===== config.mk =====
export PLATFORM = sky130hd
export DESIGN_NAME = mux_rr_arbiter
export DESIGN_NICKNAME = d
export VERILOG_FILES = /design/src/rtl/mux_arb_pkg.sv /design/src/rtl/rr_pick4.sv /design/src/rtl/mux_rr_arbiter.sv
export SDC_FILE = /design/constraint.sdc
export NUM_CORES = 1
export LEC_CHECK = 0
export CAP_MARGIN = 10
export CORE_MARGIN = 2
export CORE_UTILIZATION = 44
export CTS_CLUSTER_SIZE = 20
export DETAILED_ROUTE_END_ITERATION = 10
export PLACE_DENSITY_LB_ADDON = 0.15
export REMOVE_ABC_BUFFERS = 1
export SETUP_SLACK_MARGIN = 0.4
export SYNTH_ARGS = -nofsm -noshare
export SYNTH_HDL_FRONTEND = slang
export SYNTH_HIERARCHICAL = 1
export SYNTH_SLANG_ARGS = --single-unit

===== constraint.sdc =====
create_clock -name clk -period 2.4 [get_ports clk]
set_clock_uncertainty 0.15 [all_clocks]
set_input_delay 0.36 -clock clk [delete_from_list [all_inputs] [get_ports clk]]
set_output_delay 0.36 -clock clk [all_outputs]
set_load 0.01 [all_outputs]

===== src/rtl/mux_arb_pkg.sv =====
// mux_arb_pkg
// Shared definitions for the round-robin 4:1 mux arbiter:
//   state_t        - arbiter FSM states (IDLE, OWN)
//   NUM_REQ, SEL_W - requester count and mux select width
//   onehot_to_idx  - converts a one-hot grant vector to its binary index
package mux_arb_pkg;

    localparam int NUM_REQ = 4;
    localparam int SEL_W   = 2;

    typedef enum logic {
        IDLE = 1'b0,
        OWN  = 1'b1
    } state_t;

    // Returns the index of the set bit; a zero vector maps to index 0.
    function automatic logic [SEL_W-1:0] onehot_to_idx(input logic [NUM_REQ-1:0] oh);
        logic [SEL_W-1:0] idx;
        idx = '0;
        for (int i = 0; i < NUM_REQ; i++) begin
            if (oh[i]) begin
                idx = SEL_W'(i);
            end
        end
        return idx;
    endfunction

endpackage


===== src/rtl/rr_pick4.sv =====
// rr_pick4
// Combinational rotating priority encoder for four requesters.
// Ports:
//   req   [3:0] in  - candidate request vector
//   start [1:0] in  - index with the highest priority this cycle
//   found       out - at least one request bit is set
//   idx   [1:0] out - first set request at or after start, cyclically
module rr_pick4
    import mux_arb_pkg::*;
(
    input  logic [NUM_REQ-1:0] req,
    input  logic [SEL_W-1:0]   start,
    output logic               found,
    output logic [SEL_W-1:0]   idx
);

    logic [SEL_W-1:0] cand;

    // Scan from the lowest priority offset up to the highest so the
    // nearest request to start is the one left in idx.
    always_comb begin
        found = 1'b0;
        idx   = start;
        cand  = start;
        for (int k = NUM_REQ - 1; k >= 0; k--) begin
            cand = start + SEL_W'(k);
            if (req[cand]) begin
                found = 1'b1;
                idx   = cand;
            end
        end
    end

endmodule


===== src/rtl/mux_rr_arbiter.sv =====
// mux_rr_arbiter
// Round-robin arbiter and sequencer for a 4:1 data mux. Owns the mux
// select, enforces a hold limit per owner, hands over back-to-back and
// registers the selected lane.
// Parameters:
//   W        - data width per requester lane
//   MAX_HOLD - max consecutive grant cycles while others wait
// Ports:
//   clk        in  - clock, rising edge
//   rst        in  - asynchronous active-high reset
//   req  [3:0] in  - level-held requests
//   d  [4*W-1:0] in - data lanes, lane i = d[i*W +: W]
//   gnt  [3:0] out - registered one-hot grant
//   sel  [1:0] out - registered binary index of the owner
//   busy       out - high while a grant is active
//   y  [W-1:0] out - registered selected data
//   y_valid    out - y was sampled under a live grant
module mux_rr_arbiter
    import mux_arb_pkg::*;
#(
    parameter int W        = 1,
    parameter int MAX_HOLD = 8
) (
    input  logic                 clk,
    input  logic                 rst,
    input  logic [NUM_REQ-1:0]   req,
    input  logic [NUM_REQ*W-1:0] d,
    output logic [NUM_REQ-1:0]   gnt,
    output logic [SEL_W-1:0]     sel,
    output logic                 busy,
    output logic [W-1:0]         y,
    output logic                 y_valid
);

    localparam int HW = (MAX_HOLD > 1) ? $clog2(MAX_HOLD) : 1;
    localparam logic [HW-1:0] HOLD_LAST = HW'(MAX_HOLD - 1);

    state_t             state;
    logic [HW-1:0]      hold_cnt;
    logic [SEL_W-1:0]   last;

    logic [NUM_REQ-1:0] pick_vec;
    logic [SEL_W-1:0]   pick_start;
    logic               pick_found;
    logic [SEL_W-1:0]   pick_idx;
    logic [NUM_REQ-1:0] pick_onehot;
    logic               owner_req;
    logic               at_limit;
    logic               live;

    // While owning, only the other requesters compete and the search starts
    // just past the owner; from idle the search starts past the last owner.
    always_comb begin
        pick_vec    = (state == OWN) ? (req & ~gnt) : req;
        pick_start  = (state == OWN) ? (sel + SEL_W'(1)) : (last + SEL_W'(1));
        pick_onehot = NUM_REQ'(1) << pick_idx;
        owner_req   = |(req & gnt);
        at_limit    = (hold_cnt == HOLD_LAST);
        live        = gnt[sel] & req[sel];
    end

    rr_pick4 u_pick (
        .req   (pick_vec),
        .start (pick_start),
        .found (pick_found),
        .idx   (pick_idx)
    );

    always_ff @(posedge clk or posedge rst) begin
        if (rst) begin
            state    <= IDLE;
            gnt      <= '0;
            sel      <= '0;
            busy     <= 1'b0;
            hold_cnt <= '0;
            last     <= SEL_W'(NUM_REQ - 1);
            y        <= '0;
            y_valid  <= 1'b0;
        end else begin
            // y keeps its last good value once the grant is no longer live.
            if (live) begin
                y <= d[int'(sel)*W +: W];
            end
            y_valid <= live;

            case (state)
                IDLE: begin
                    if (pick_found) begin
                        gnt      <= pick_onehot;
                        sel      <= onehot_to_idx(pick_onehot);
                        busy     <= 1'b1;
                        hold_cnt <= '0;
                        state    <= OWN;
                    end
                end
                OWN: begin
                    if (!owner_req || (at_limit && pick_found)) begin
                        // Release or preempt: the next owner takes over on
                        // this same edge when anyone else is waiting.
                        last     <= sel;
                        hold_cnt <= '0;
                        if (pick_found) begin
                            gnt <= pick_onehot;
                            sel <= onehot_to_idx(pick_onehot);
                        end else begin
                            gnt   <= '0;
                            busy  <= 1'b0;
                            state <= IDLE;
                        end
                    end else if (at_limit) begin
                        hold_cnt <= '0;
                    end else begin
                        hold_cnt <= hold_cnt + HW'(1);
                    end
                end
                default: begin
                    state <= IDLE;
                    gnt   <= '0;
                    busy  <= 1'b0;
                end
            endcase
        end
    end

endmodule


==> results_dict.tcl, run 1 <==
set metrics [dict create \
    avgSynthCellArea_um2 10.45 \
    drt_pass1_iterations 4 \
    finalNonFillerCells 144 \
    antenna_cells 0 \
    setup-tns-final_ns 0 \
    num_vias 825 \
    status "complete, no violations" \
    grt_pass1_vias 752 \
    clk_latency_ns 0.29 \
    maxCapViolCount 0 \
    crit_fanout 5 \
    worstPathArrival_ns 2.28 \
    leakagePower_uw 0.0005805 \
    final-hold-violation-count 0 \
    core_mm2 0.001942 \
    vdd_ir_drop_max_mv 0.7098 \
    dp_cells 138 \
    die_area_mm2 0.002395 \
    fin_total_pwr_uw 1689 \
    grt_pass1_wl_um 3429 \
    clkTransAtPathRegs_ns 0.09 \
    r2r_cells 7 \
    area_growth_pct 44.79 \
    required_ns 2.43 \
    drc 0 \
    clock-sinks 15 \
    wirelength_um 2128 \
    ys_seq_area_share_pct 42.54 \
    routabilityCongestion 0.7945 \
    num_rows 16 \
    pwr_density_cell_mw_per_mm2 1313 \
    synth_area_um2 888.4 \
    finish.instance_area_mm2 0.001286 \
    worstMarginPinSlew_ns 0.5841 \
    cts_tree "done" \
    rsz0062_at_grt "yes" \
    yosysWarnings 6 \
    grt_max_degree 16 \
    ant_nets 0 \
    htreeDepth 1 \
    timing.final.crit_share_pct 93.59 \
    r2r_slack_ns 0.15 \
    cts_hold_buf 0 \
    clockRootBuffer "clkbuf_4" \
    final_layout_size_suffix_gt1_share_pct 35.90 \
    critical_path_class "reg -> reg" \
    cp-start-kind "flip-flop" \
    die_x_um 48.94 \
    hold_class "in -> async" \
    relSlewSlack_pct 61.02 \
    multi_input_area_um2 554.3 \
    cts_buffers 3 \
    drt_iter0_markers 23 \
    track_usage_pct 19.09 \
    numPortBuffers 18 \
    nNetsFinal 131 \
    crit_path_end_kind "flip-flop" \
    start_util_pct 45.75 \
    gr-total-overflow 0 \
    vias_per_cell 5.729 \
    fillerInstances 155 \
    maxSlewViolCount 0 \
    wl_per_cell_um 14.78 \
    die_h_um 48.94 \
    antenna_found_initial 0 \
    yosysUniqueCellTypes 36 \
    min_period_ns 2.246 \
    fmax_mhz 445.2 \
    hpwl_um 1585 \
    setup_viol 0 \
    rr_startpoint "state" \
    ys_ff_latch 15 \
    seq_area_um2 379.1 \
    r2r-end "gnt[0]" \
    clk_path_buf_depth 2 \
    placed_area_mm2 0.001169 \
    ioPinCount 19 \
    synth_cells 85 \
]
## state kept, by name, summed over array words and instances, names as in the netlist
name,count
gnt,4
hold_cnt,3
last,2
sel,2
busy,1
state,1
y,1
y_valid,1
## placed cells by master, fill, tap and decap left out, drive strengths merged
master	instances
a21boi	4
nor3	1
o221a	1
and3b	1
buf	12
and2b	3
nor2	3
o21ai	6
clkdlybuf4s50	18
a21oi	3
mux4	1
nand2b	2
nand2	11
nor4	1
and3	1
o21a	1
a32o	2
dfstp	2
o211ai	2
a2bb2oi	1
clkbuf	4
mux2i	2
ha	3
mux2	4
xor2	1
or4	1
inv	5
nand3	1
dfrtp	13
a22o	5
a21o	2
## synth_stat cells
cell	n	share of area, %
a21boi_0	4	3.4
a21o_1	2	1.7
a21oi_1	3	1.7
a22o_1	5	4.9
a2bb2oi_1	1	0.99
a32o_1	2	2.3
and2b_1	1	0.85
and2b_2	2	2.0
and3_1	1	0.70
and3b_1	1	0.99
buf_2	1	0.56
clkbuf_1	1	0.42
dfrtp_1	13	37
dfstp_2	2	5.9
ha_1	3	4.2
inv_1	5	2.1
mux2_2	3	3.8
mux2_4	1	1.7
mux2i_1	2	2.3
mux4_2	1	2.5
nand2_1	10	4.2
nand2_2	1	0.70
nand2b_1	2	1.4
nand3_1	1	0.56
nor2_1	3	1.3
nor3_1	1	0.56
nor4_1	1	0.70
o211ai_1	1	0.85
o211ai_4	1	2.4
o21a_1	1	0.85
o21ai_0	4	2.3
o21ai_1	1	0.56
o21ai_2	1	0.99
o221a_2	1	1.3
or4_1	1	0.85
xor2_1	1	0.99
## logic make-up after synthesis
kind of cell	after synthesis	synth area share [%]
multiplexers	7	10.28
AO/OA/AOI/OAI	27	24.08
flip-flops	15	42.53
adder cells (fa/ha/maj)	3	4.226
AND/OR/NAND/NOR	25	14.79
buffers and inverters	7	3.098
XOR/XNOR	1	0.9861
## layer usage
metal	share of wire [%]	global-route usage, %	wire, um	up-vias
li1	-	-	-	376
met4	3.3	9.524	71	0
met3	3.8	4.294	81	12
met2	52	30.59	1099	28
met5	0	0	0	-
met1	41	24.21	876	409
## where the power goes
group          leakage (uW)  switching (uW)  internal, uW
Clock             0.0000150            82.5          64.6
Sequential         0.000184             102           373
Combinational      0.000382             469           598
## how the worst max path moves through the flow
stage,startpoint,to,depth (start not counted)
2_1_floorplan,state,gnt[0],7
3_3_place_gp,req[3],gnt[0],7
3_5_place_dp,req[0],hold_cnt[0],8
4_1_cts,state,gnt[0],7
5_1_grt,state,gnt[0],7
6_report,state,gnt[0],7
## cell type report
class,count,area share (%)
Sequential cell,15,29.47
Tap cell,27,2.626
Timing Repair Buffer,30,21.30
Clock buffer,4,2.043
Inverter,5,1.459
Multi-Input combinational cell,63,43.09
## timing repair
item | in CTS | in global routing
resized for setup | 6 | 16
pin swaps | 1 | 4
endpoints found under the setup margin | 12 | 12
setup buffers | 1 | 1
## per-stage QoR
step / worst slack [ns] / util [%] / hold WS, ns
CTS: 0.2218 / 62.31 / 0.3020
detailed placement: -0.08098 / 60.18 / 0.3343
global placement: -0.001298 / 60.18 / 0.3269
global route: 0.1062 / 66.24 / 0.3211
finish: 0.1539 / 66.24 / 0.2727
floorplan: 0.1319 / - / 0.1100
## critical path: stages (launching register included)
cell	delay, ns
dfrtp_2	0.48
mux2i_4	0.22
xor2_2	0.20
and3b_1	0.19
or4_4	0.51
nand2_2	0.10
inv_2	0.04
a32o_2	0.24
No activity file was read; power rests on OpenSTA's default activity.
==> run 2: changes to the inputs <==
CTS_CLUSTER_DIAMETER = 150   (was unset)
==> results of run 2 <==
No change in the layout: final DEF, timing and power equal those of run 1.
